===== config.mk =====
export PLATFORM = sky130hd
export DESIGN_NAME = xmpl_dsp_stage_rsp
export DESIGN_NICKNAME = d
export VERILOG_FILES = /design/src/rtl/xmpl_dsp_pkg.sv /design/src/rtl/xmpl_dsp_intdump.sv /design/src/rtl/xmpl_dsp_stage_rsp.sv
export SDC_FILE = /design/constraint.sdc
export NUM_CORES = 1
export LEC_CHECK = 0
export BUFFER_PORTS_ARGS = -buffer_cell sky130_fd_sc_hd__buf_4
export CORE_MARGIN = 1.5
export CORE_UTILIZATION = 51
export CTS_CLUSTER_SIZE = 20
export DETAILED_ROUTE_END_ITERATION = 7
export GPL_TIMING_DRIVEN = 0
export PLACE_DENSITY_LB_ADDON = 0.25
export SLEW_MARGIN = 20
export SYNTH_ARGS = -nofsm -noshare
export SYNTH_HDL_FRONTEND = slang
export SYNTH_SLANG_ARGS = --single-unit

===== constraint.sdc =====
create_clock -name clk_i -period 2.1 [get_ports clk_i]
set_input_delay 0.105 -clock clk_i [delete_from_list [all_inputs] [get_ports clk_i]]
set_output_delay 0.105 -clock clk_i [all_outputs]
set_load 0.01 [all_outputs]

===== src/rtl/xmpl_dsp_pkg.sv =====
// Shared types and helpers for the DSP stage responders.
package xmpl_dsp_pkg;

  localparam int STATE_W = 2;

  typedef enum logic [STATE_W-1:0] {
    ST_IDLE = 2'd0,
    ST_RUN  = 2'd1,
    ST_DONE = 2'd2
  } stage_state_e;

  // Width that holds DEC summed DATA_W-bit signed samples without wrap.
  function automatic int acc_w(input int data_w, input int dec);
    return data_w + $clog2(dec);
  endfunction

endpackage


===== src/rtl/xmpl_dsp_intdump.sv =====
// First-order integrate-and-dump decimator with valid/ready input and output.
module xmpl_dsp_intdump
  import xmpl_dsp_pkg::*;
#(
  parameter int DATA_W = 16,
  parameter int DEC    = 8,
  parameter int ACC_W  = acc_w(DATA_W, DEC)
) (
  input  logic                     clk_i,
  input  logic                     reset_n_i,
  input  logic                     clr_i,
  input  logic                     run_i,
  input  logic                     smp_vld_i,
  input  logic signed [DATA_W-1:0] smp_dat_i,
  output logic                     smp_rdy_o,
  output logic                     out_vld_o,
  output logic signed [ACC_W-1:0]  out_dat_o,
  input  logic                     out_rdy_i,
  output logic                     out_fire_o
);

  localparam int DEC_W = $clog2(DEC);

  logic signed [ACC_W-1:0] acc;
  logic signed [ACC_W-1:0] smp_ext;
  logic signed [ACC_W-1:0] sum;
  logic [DEC_W-1:0]        dec_cnt;
  logic                    accept;
  logic                    last;

  assign smp_rdy_o  = run_i & ~out_vld_o;
  assign accept     = smp_vld_i & smp_rdy_o;
  assign out_fire_o = out_vld_o & out_rdy_i;
  assign smp_ext    = {{(ACC_W-DATA_W){smp_dat_i[DATA_W-1]}}, smp_dat_i};
  assign sum        = acc + smp_ext;
  assign last       = (dec_cnt == DEC_W'(DEC - 1));

  // Accumulate accepted samples, dump the sum every DEC samples and hold it until taken.
  always_ff @(posedge clk_i or negedge reset_n_i) begin
    if (!reset_n_i) begin
      acc       <= '0;
      dec_cnt   <= '0;
      out_vld_o <= 1'b0;
      out_dat_o <= '0;
    end else if (clr_i) begin
      acc       <= '0;
      dec_cnt   <= '0;
      out_vld_o <= 1'b0;
      out_dat_o <= '0;
    end else if (accept) begin
      if (last) begin
        out_dat_o <= sum;
        out_vld_o <= 1'b1;
        acc       <= '0;
        dec_cnt   <= '0;
      end else begin
        acc     <= sum;
        dec_cnt <= dec_cnt + 1'b1;
      end
    end else if (out_fire_o) begin
      out_vld_o <= 1'b0;
    end
  end

endmodule


===== src/rtl/xmpl_dsp_stage_rsp.sv =====
// Responder for one enable/status slot: runs one decimated frame per enable.
module xmpl_dsp_stage_rsp
  import xmpl_dsp_pkg::*;
#(
  parameter int DATA_W    = 16,
  parameter int DEC       = 8,
  parameter int FRAME_LEN = 64,
  localparam int ACC_W    = acc_w(DATA_W, DEC)
) (
  input  logic                     clk_i,
  input  logic                     reset_n_i,
  input  logic                     en_i,
  output logic                     status_o,
  output logic                     busy_o,
  output logic [STATE_W-1:0]       state_o,
  input  logic                     smp_vld_i,
  input  logic signed [DATA_W-1:0] smp_dat_i,
  output logic                     smp_rdy_o,
  output logic                     out_vld_o,
  output logic signed [ACC_W-1:0]  out_dat_o,
  input  logic                     out_rdy_i
);

  localparam int CNT_W = (FRAME_LEN > 1) ? $clog2(FRAME_LEN) : 1;

  stage_state_e     state;
  stage_state_e     state_nxt;
  logic [CNT_W-1:0] out_cnt;
  logic             out_fire;
  logic             run;
  logic             clr;
  logic             frame_end;

  assign run       = (state == ST_RUN);
  assign clr       = ~run | ~en_i;
  assign frame_end = out_fire & (out_cnt == CNT_W'(FRAME_LEN - 1));
  assign busy_o    = run;
  assign status_o  = (state == ST_DONE);
  assign state_o   = state;

  xmpl_dsp_intdump #(
    .DATA_W(DATA_W),
    .DEC   (DEC),
    .ACC_W (ACC_W)
  ) u_intdump (
    .clk_i     (clk_i),
    .reset_n_i (reset_n_i),
    .clr_i     (clr),
    .run_i     (run),
    .smp_vld_i (smp_vld_i),
    .smp_dat_i (smp_dat_i),
    .smp_rdy_o (smp_rdy_o),
    .out_vld_o (out_vld_o),
    .out_dat_o (out_dat_o),
    .out_rdy_i (out_rdy_i),
    .out_fire_o(out_fire)
  );

  // State register.
  always_ff @(posedge clk_i or negedge reset_n_i) begin
    if (!reset_n_i) state <= ST_IDLE;
    else            state <= state_nxt;
  end

  // Next state; dropping enable always wins, including over the final handshake.
  always_comb begin
    state_nxt = state;
    case (state)
      ST_IDLE: if (en_i) state_nxt = ST_RUN;
      ST_RUN: begin
        if (!en_i)          state_nxt = ST_IDLE;
        else if (frame_end) state_nxt = ST_DONE;
      end
      ST_DONE: if (!en_i) state_nxt = ST_IDLE;
      default: state_nxt = ST_IDLE;
    endcase
  end

  // Count completed output handshakes within the current frame.
  always_ff @(posedge clk_i or negedge reset_n_i) begin
    if (!reset_n_i)    out_cnt <= '0;
    else if (!run)     out_cnt <= '0;
    else if (out_fire) out_cnt <= out_cnt + 1'b1;
  end

endmodule


==> results.yml, run 1 <==
place:
  port_buffers: 45
  dp_hpwl_mm: 4.44
  dpl.cell_count: 401
  dpl_cell_area_um2: 3330
  gp_congestion: 0.888
clock_tree:
  cts_root_buffer: "clkbuf_8"
  htree_levels: 2
  tritoncts: "done"
  clk_pin_slew_worst_paths_ns: 0.09
  clock_latency_ns: 0.30
  cts_sinks: 50
  cts_made_buffers: 5
  clock_path_buffers: 2
floorplan:
  fp.dieW_um: 78.3
  ioPinCount: 46
  die_y_um: 78.3
  core_um2: 5470
  rows: 27
  start_util_pct: 52.8
  die_area_um2: 6130
synthesis:
  ys_seq_elements: 50
  synth_area_leaders: "dfrtp_1, a22o_1, ha_1, xnor2_1, a21oi_1"
  yosys.area.top_type_share_pct: 43.3
  synth_fp_nets: 327
  netlist_instances: 284
  netlist_area_um2: 2890
  async_flop_share_pct: 100
  synth_cell_types: 44
  yosys.area.top_type: "dfrtp_1"
  synth.avg_cell_area_um2: 10.2
  synth_enable_flop_cells: 0
  synthFlopType: "dfrtp_1"
  yosys_warnings: 0
  synth_seq_area_share_pct: 43.3
power_and_ir_drop:
  p_leak_uw: 0.00184
  vdd_drop_max_mv: 0.401
  power_density_nw_per_um2: 541
global_route:
  grt_pass1_wl_mm: 11.0
  antenna_found_initial: 0
  grt_max_degree: 51
  grt_usage_pct: 22.6
  overflow: 0
  grt_pass1_vias: 2323
routing:
  num_vias: 2488
  route.detailed.drc: 0
  first_pass_iters: 4
  ant_nets: 0
  wl_per_cell_um: 16.7
  viasPerCell: 5.81
  wl_mm: 7.16
  first_iter_violations: 157
critical_path:
  critPathCaptureType: "register"
  crit_path_start_kind: "register"
  cp_max_fo: 2
  cp.arrival_ns: 2.48
  cp.required_ns: 2.29
  path_class: "reg2reg"
cells_and_area:
  mostFrequentLayoutCell: "buf_4"
  stdcell_area_um2: 3940
  final_cells: 428
  nFillCells: 403
  area_growth_syn_to_layout_pct: 36.4
  drive_gt1_share_pct: 34.8
  final_cell_mix: "buf_4, dfrtp_1, a22o_1, nor2_1, nand2_1"
  layout.nets: 398
  diodes: 0
sta:
  slew_headroom_pct: 58.0
  final-hold-violation-count: 0
  rsz0062_at_grt: "yes"
  clock_skew_ns: 0.0101
  min_period_ns: 2.29
  worst_pin_slew_ns: 0.630
  setup_violations: 14
  fmax_mhz: 436
  holdWs_ns: 0.0280
  fin_ws_ns: -0.193
  fin_crit_sh_pct: 109
  final_max_slew_viol_count: 0
outcome:
  violations: "setup timing"
  status: "finished with violations"
hold_path:
  hp-class: "in2reg"
flow_run:
  cap_violations: 0
sequential cells by signal, summed over array words and instances, names as in the netlist:
signal,count
out_cnt,6
state_o,2
u_intdump.acc,19
u_intdump.dec_cnt,3
u_intdump.out_dat_o,19
u_intdump.out_vld_o,1
path summary, 6_finish.rpt:
check                                                     from                             endpoint  slack [ns]  cells after the start
max in group asynchronous                            reset_n_i        u_intdump.acc[15]$_DFFE_PN0P_        1.31                      2
max                               u_intdump.acc[0]$_DFFE_PN0P_        u_intdump.acc[16]$_DFFE_PN0P_       -0.19                     10
min                                                       en_i               state_o[1]$_DFFE_PN0P_        0.03                      2
min in group asynchronous                            reset_n_i   u_intdump.out_dat_o[1]$_DFFE_PN0P_        0.35                      2
min reg2reg                u_intdump.out_dat_o[11]$_DFFE_PN0P_  u_intdump.out_dat_o[11]$_DFFE_PN0P_        0.49                      2
max reg2reg                       u_intdump.acc[0]$_DFFE_PN0P_        u_intdump.acc[16]$_DFFE_PN0P_       -0.19                     10
critical path, cell delays in order, from the launching register on:
cell and delay (ns):
dfrtp_1 0.40, ha_2 0.19, fa_2 0.35, a21oi_2 0.15, o211a_1 0.22, buf_4 0.14, nor3_2 0.04, o21bai_4 0.19
a31oi_4 0.20, xnor2_2 0.09, a22o_1 0.21
what timing repair did:
| item | 4_1_cts | 5_1_grt |
|---|---|---|
| pin swaps | 8 | 35 |
| setup buffers | 5 | 14 |
| endpoints found under the setup margin | 29 | 29 |
| hold buffers | 1 | 0 |
| resized for setup | 26 | 40 |
| hold endpoints to repair | 50 | 0 |
layer usage:
layer / share of wire [%] / GRT usage [%] / up-vias
met1: 45 / 31.3 / 1223
met2: 49 / 37.0 / 63
met3: 4.4 / 3.37 / 11
met5: 0 / 0 / -
met4: 1.6 / 6.07 / 0
li1: - / - / 1191
logic make-up (layout without fill, tap and decap cells):
kind of cell / Yosys count / after routing / share of synthesized area (%)
AO/OA/AOI/OAI: 94 / 94 / 23.4
AND/OR/NAND/NOR: 78 / 78 / 14.2
flip-flops: 50 / 50 / 43.3
adder cells (fa/ha/maj): 22 / 22 / 9.79
XOR/XNOR: 21 / 21 / 6.37
buffers and inverters: 18 / 90 / 2.56
multiplexers: 1 / 1 / 0.346
layout make-up:
| cell class | count | area, um2 | share of cell area [%] |
|---|---|---|---|
| clock inverter | 2 | 37.5 | 0.953 |
| timing repair buffer | 65 | 502 | 12.7 |
| sequential | 50 | 1250 | 31.8 |
| tap | 72 | 90.1 | 2.29 |
| clock buffer | 6 | 72.6 | 1.84 |
| buffer | 12 | 52.6 | 1.33 |
| inverter | 5 | 18.8 | 0.476 |
| multi-input combinational | 216 | 1920 | 48.6 |
stage by stage:
step | util [%] | TNS, ns | setup slack (ns) | total power [uW]
2_1_floorplan | - | -0.0794 | -0.0794 | 1240
3_3_place_gp | 60.9 | -3.13 | -0.258 | 1350
3_5_place_dp | 60.9 | -3.63 | -0.290 | 1350
4_1_cts | 66.1 | -2.03 | -0.173 | 2070
5_1_grt | 72.0 | -2.92 | -0.271 | 2230
6_report | 72.0 | -1.62 | -0.193 | 2130
power breakdown:
group / switching, uW / internal, uW
Sequential: 17.6 / 982
Combinational: 257 / 204
Clock: 316 / 356
Total: 591 / 1540
synth_stat cells (4+ instances only):
cell	instances
ha_1	21
nand2b_1	4
xnor2_1	13
a21oi_1	20
nor2_1	23
nor2b_1	5
buf_2	5
inv_1	5
dfrtp_1	50
xor2_1	8
nand3_1	5
a211oi_1	4
nand2_1	20
a22o_1	35
o21ai_0	11
nand4_1	4
clkbuf_1	8
a21o_1	5
nor3_1	4
No activity file was read; power rests on OpenSTA's default activity.
==> inputs of run 2 (changes only) <==
--- a/config.mk
+++ b/config.mk
@@ -6,12 +6,14 @@
 export NUM_CORES = 1
 export LEC_CHECK = 0
 export BUFFER_PORTS_ARGS = -buffer_cell sky130_fd_sc_hd__buf_4
-export CORE_MARGIN = 1.5
+export CORE_MARGIN = 4
 export CORE_UTILIZATION = 51
 export CTS_CLUSTER_SIZE = 20
 export DETAILED_ROUTE_END_ITERATION = 7
 export GPL_TIMING_DRIVEN = 0
+export MAX_ROUTING_LAYER = met4
 export PLACE_DENSITY_LB_ADDON = 0.25
+export RECOVER_POWER = 100
 export SLEW_MARGIN = 20
 export SYNTH_ARGS = -nofsm -noshare
 export SYNTH_HDL_FRONTEND = slang
==> run 2 against run 1 <==
Effect of this change: the run still ends with setup timing left; register-to-register slack worse by 0.03 ns; worst hold slack better by 0.0013 ns; combinational power shrank 8.0%; highest routed layer unchanged; largest cell class unchanged; sequential share of layout area grew 1.7 points; sequential power hardly changed; core utilization shrank 3.9 points; cell count down 1.4%; clock power is 0.9% higher; power down 1.4%; flip-flop and latch count unchanged; maximum frequency fell by 1.3%.
==> results.yml, run 2 (synthesis gave the netlist of run 1 again) <==
cells_and_area:
  final_cell_mix: "dfrtp_1, a22o_1, clkbuf_1, buf_4, nor2_1"
  diodes: 0
  nFillCells: 430
  layout.nets: 392
  fin_util_pct: 68.1
  top_regs: "u_intdump.acc x19, u_intdump.out_dat_o x19, out_cnt x6"
  mostFrequentLayoutCell: "dfrtp_1"
  drive_gt1_share_pct: 27.7
  area_growth_syn_to_layout_pct: 29.7
  stdcell_area_um2: 3750
place:
  port_buffers: 45
  gp_congestion: 0.850
  dpl_cell_area_um2: 3330
  dp_hpwl_mm: 4.77
global_route:
  overflow: 0
  antenna_found_initial: 0
  grt_max_degree: 51
  grt_pass1_wl_mm: 11.6
  grt_pass1_vias: 2456
  grt_usage_pct: 20.7
sta:
  clock_skew_ns: 0.0126
  worst_pin_slew_ns: 1.22
  slew_headroom_pct: 18.5
  fmax_mhz: 430
  setup_violations: 13
  fin_ws_ns: -0.223
  min_period_ns: 2.32
  final-hold-violation-count: 0
  final_max_slew_viol_count: 0
  rsz0062_at_grt: "yes"
  fin_crit_sh_pct: 111
routing:
  first_iter_violations: 115
  ant_nets: 0
  wl_mm: 7.18
  route.detailed.drc: 0
  num_vias: 2475
  viasPerCell: 5.86
  wl_per_cell_um: 17.0
  first_pass_iters: 4
floorplan:
  core_um2: 5510
  die_y_um: 83.3
  die_area_um2: 6930
  start_util_pct: 52.5
  rows: 27
  ioPinCount: 46
  fp.dieW_um: 83.3
power_and_ir_drop:
  power_density_nw_per_um2: 561
  p_total_uw: 2100
  vdd_drop_max_mv: 0.367
  p_leak_uw: 0.00171
clock_tree:
  clock_path_buffers: 2
  tritoncts: "done"
  clk_pin_slew_worst_paths_ns: 0.10
  clock_latency_ns: 0.31
  cts_sinks: 50
  cts_made_buffers: 5
  cts_root_buffer: "clkbuf_8"
  htree_levels: 2
critical_path:
  cp.arrival_ns: 2.52
  cp_max_fo: 3
  path_class: "reg2reg"
  crit_path_start_kind: "register"
  cp.required_ns: 2.30
  critPathCaptureType: "register"
hold_path:
  hp-class: "in2reg"
flow_run:
  cap_violations: 0
outcome:
  violations: "setup timing"
  status: "finished with violations"
==> run 2: changes by cell type in the layout (fill, tap and decap cells not counted), sizes merged <==
| cell | previous run | this run |
|---|---|---|
| clkbuf | 14 | 40 |
| buf | 68 | 36 |
==> run 2: power breakdown <==
group	internal, uW	leakage, uW	total [uW]	switching, uW
registers	982	0.000689	999	17.0
clock network	356	0.0000514	678	323
logic	183	0.000973	424	242
total	1520	0.00171	2100	581
==> run 2: timing repair <==
item                                    in CTS  in global routing
setup buffers                                6                  7
pin swaps                                    8                 29
hold buffers                                 1                  0
endpoints found under the hold margin       50                  0
gates resized for setup                     24                 39
endpoints found under the setup margin      29                 30
==> run 2: final timing paths <==
| check | cells after the start | to | slack [ns] | from |
|---|---|---|---|---|
| worst max-delay path | 9 | u_intdump.out_dat_o[18]$_DFFE_PN0P_ | -0.22 | u_intdump.acc[0]$_DFFE_PN0P_ |
| worst min-delay path | 2 | state_o[1]$_DFFE_PN0P_ | 0.03 | en_i |
| worst max register to register | 9 | u_intdump.out_dat_o[18]$_DFFE_PN0P_ | -0.22 | u_intdump.acc[0]$_DFFE_PN0P_ |
| worst min register to register | 1 | u_intdump.out_dat_o[1]$_DFFE_PN0P_ | 0.51 | u_intdump.out_dat_o[1]$_DFFE_PN0P_ |
| max in group asynchronous | 2 | u_intdump.acc[1]$_DFFE_PN0P_ | 0.72 | reset_n_i |
| min in group asynchronous | 2 | u_intdump.out_dat_o[3]$_DFFE_PN0P_ | 0.57 | reset_n_i |
==> run 2: layout make-up <==
cell class                 count  area (um2)  share of cell area (%)
tap                           72        90.1                    2.40
sequential                    50        1250                    33.4
multi-input combinational    216        1860                    49.7
buffer                        13        63.8                    1.70
clock buffer                   6        72.6                    1.94
timing repair buffer          58         349                    9.32
clock inverter                 2        37.5                    1.00
inverter                       5        18.8                   0.501
==> run 2: worst max-delay path: stages (launching register included) <==
cell and delay, ns:
dfrtp_1 0.42, ha_4 0.18, fa_2 0.35, a21oi_2 0.16, o211a_1 0.23, nor2_4 0.07, a31o_2 0.21, nor4b_4 0.29
xnor2_1 0.10, a22o_1 0.19
==> run 2: metal layers <==
metal / routed length, um / global-route usage, %
met4: 96 / 4.61
met3: 289 / 4.56
met2: 3450 / 32.5
met5: 0 / -
met1: 3350 / 27.5
==> run 2: through the flow <==
stage / std cells / setup TNS [ns] / hold slack [ns] / worst slack (ns)
after floorplan: 284 / -0.0794 / -0.191 / -0.0794
after global placement: 401 / -3.16 / 0.167 / -0.266
after detailed placement: 401 / -3.53 / 0.170 / -0.296
after CTS: 416 / -1.29 / 0.0290 / -0.209
after global routing: 422 / -3.23 / 0.0316 / -0.348
final: 422 / -1.51 / 0.0293 / -0.223
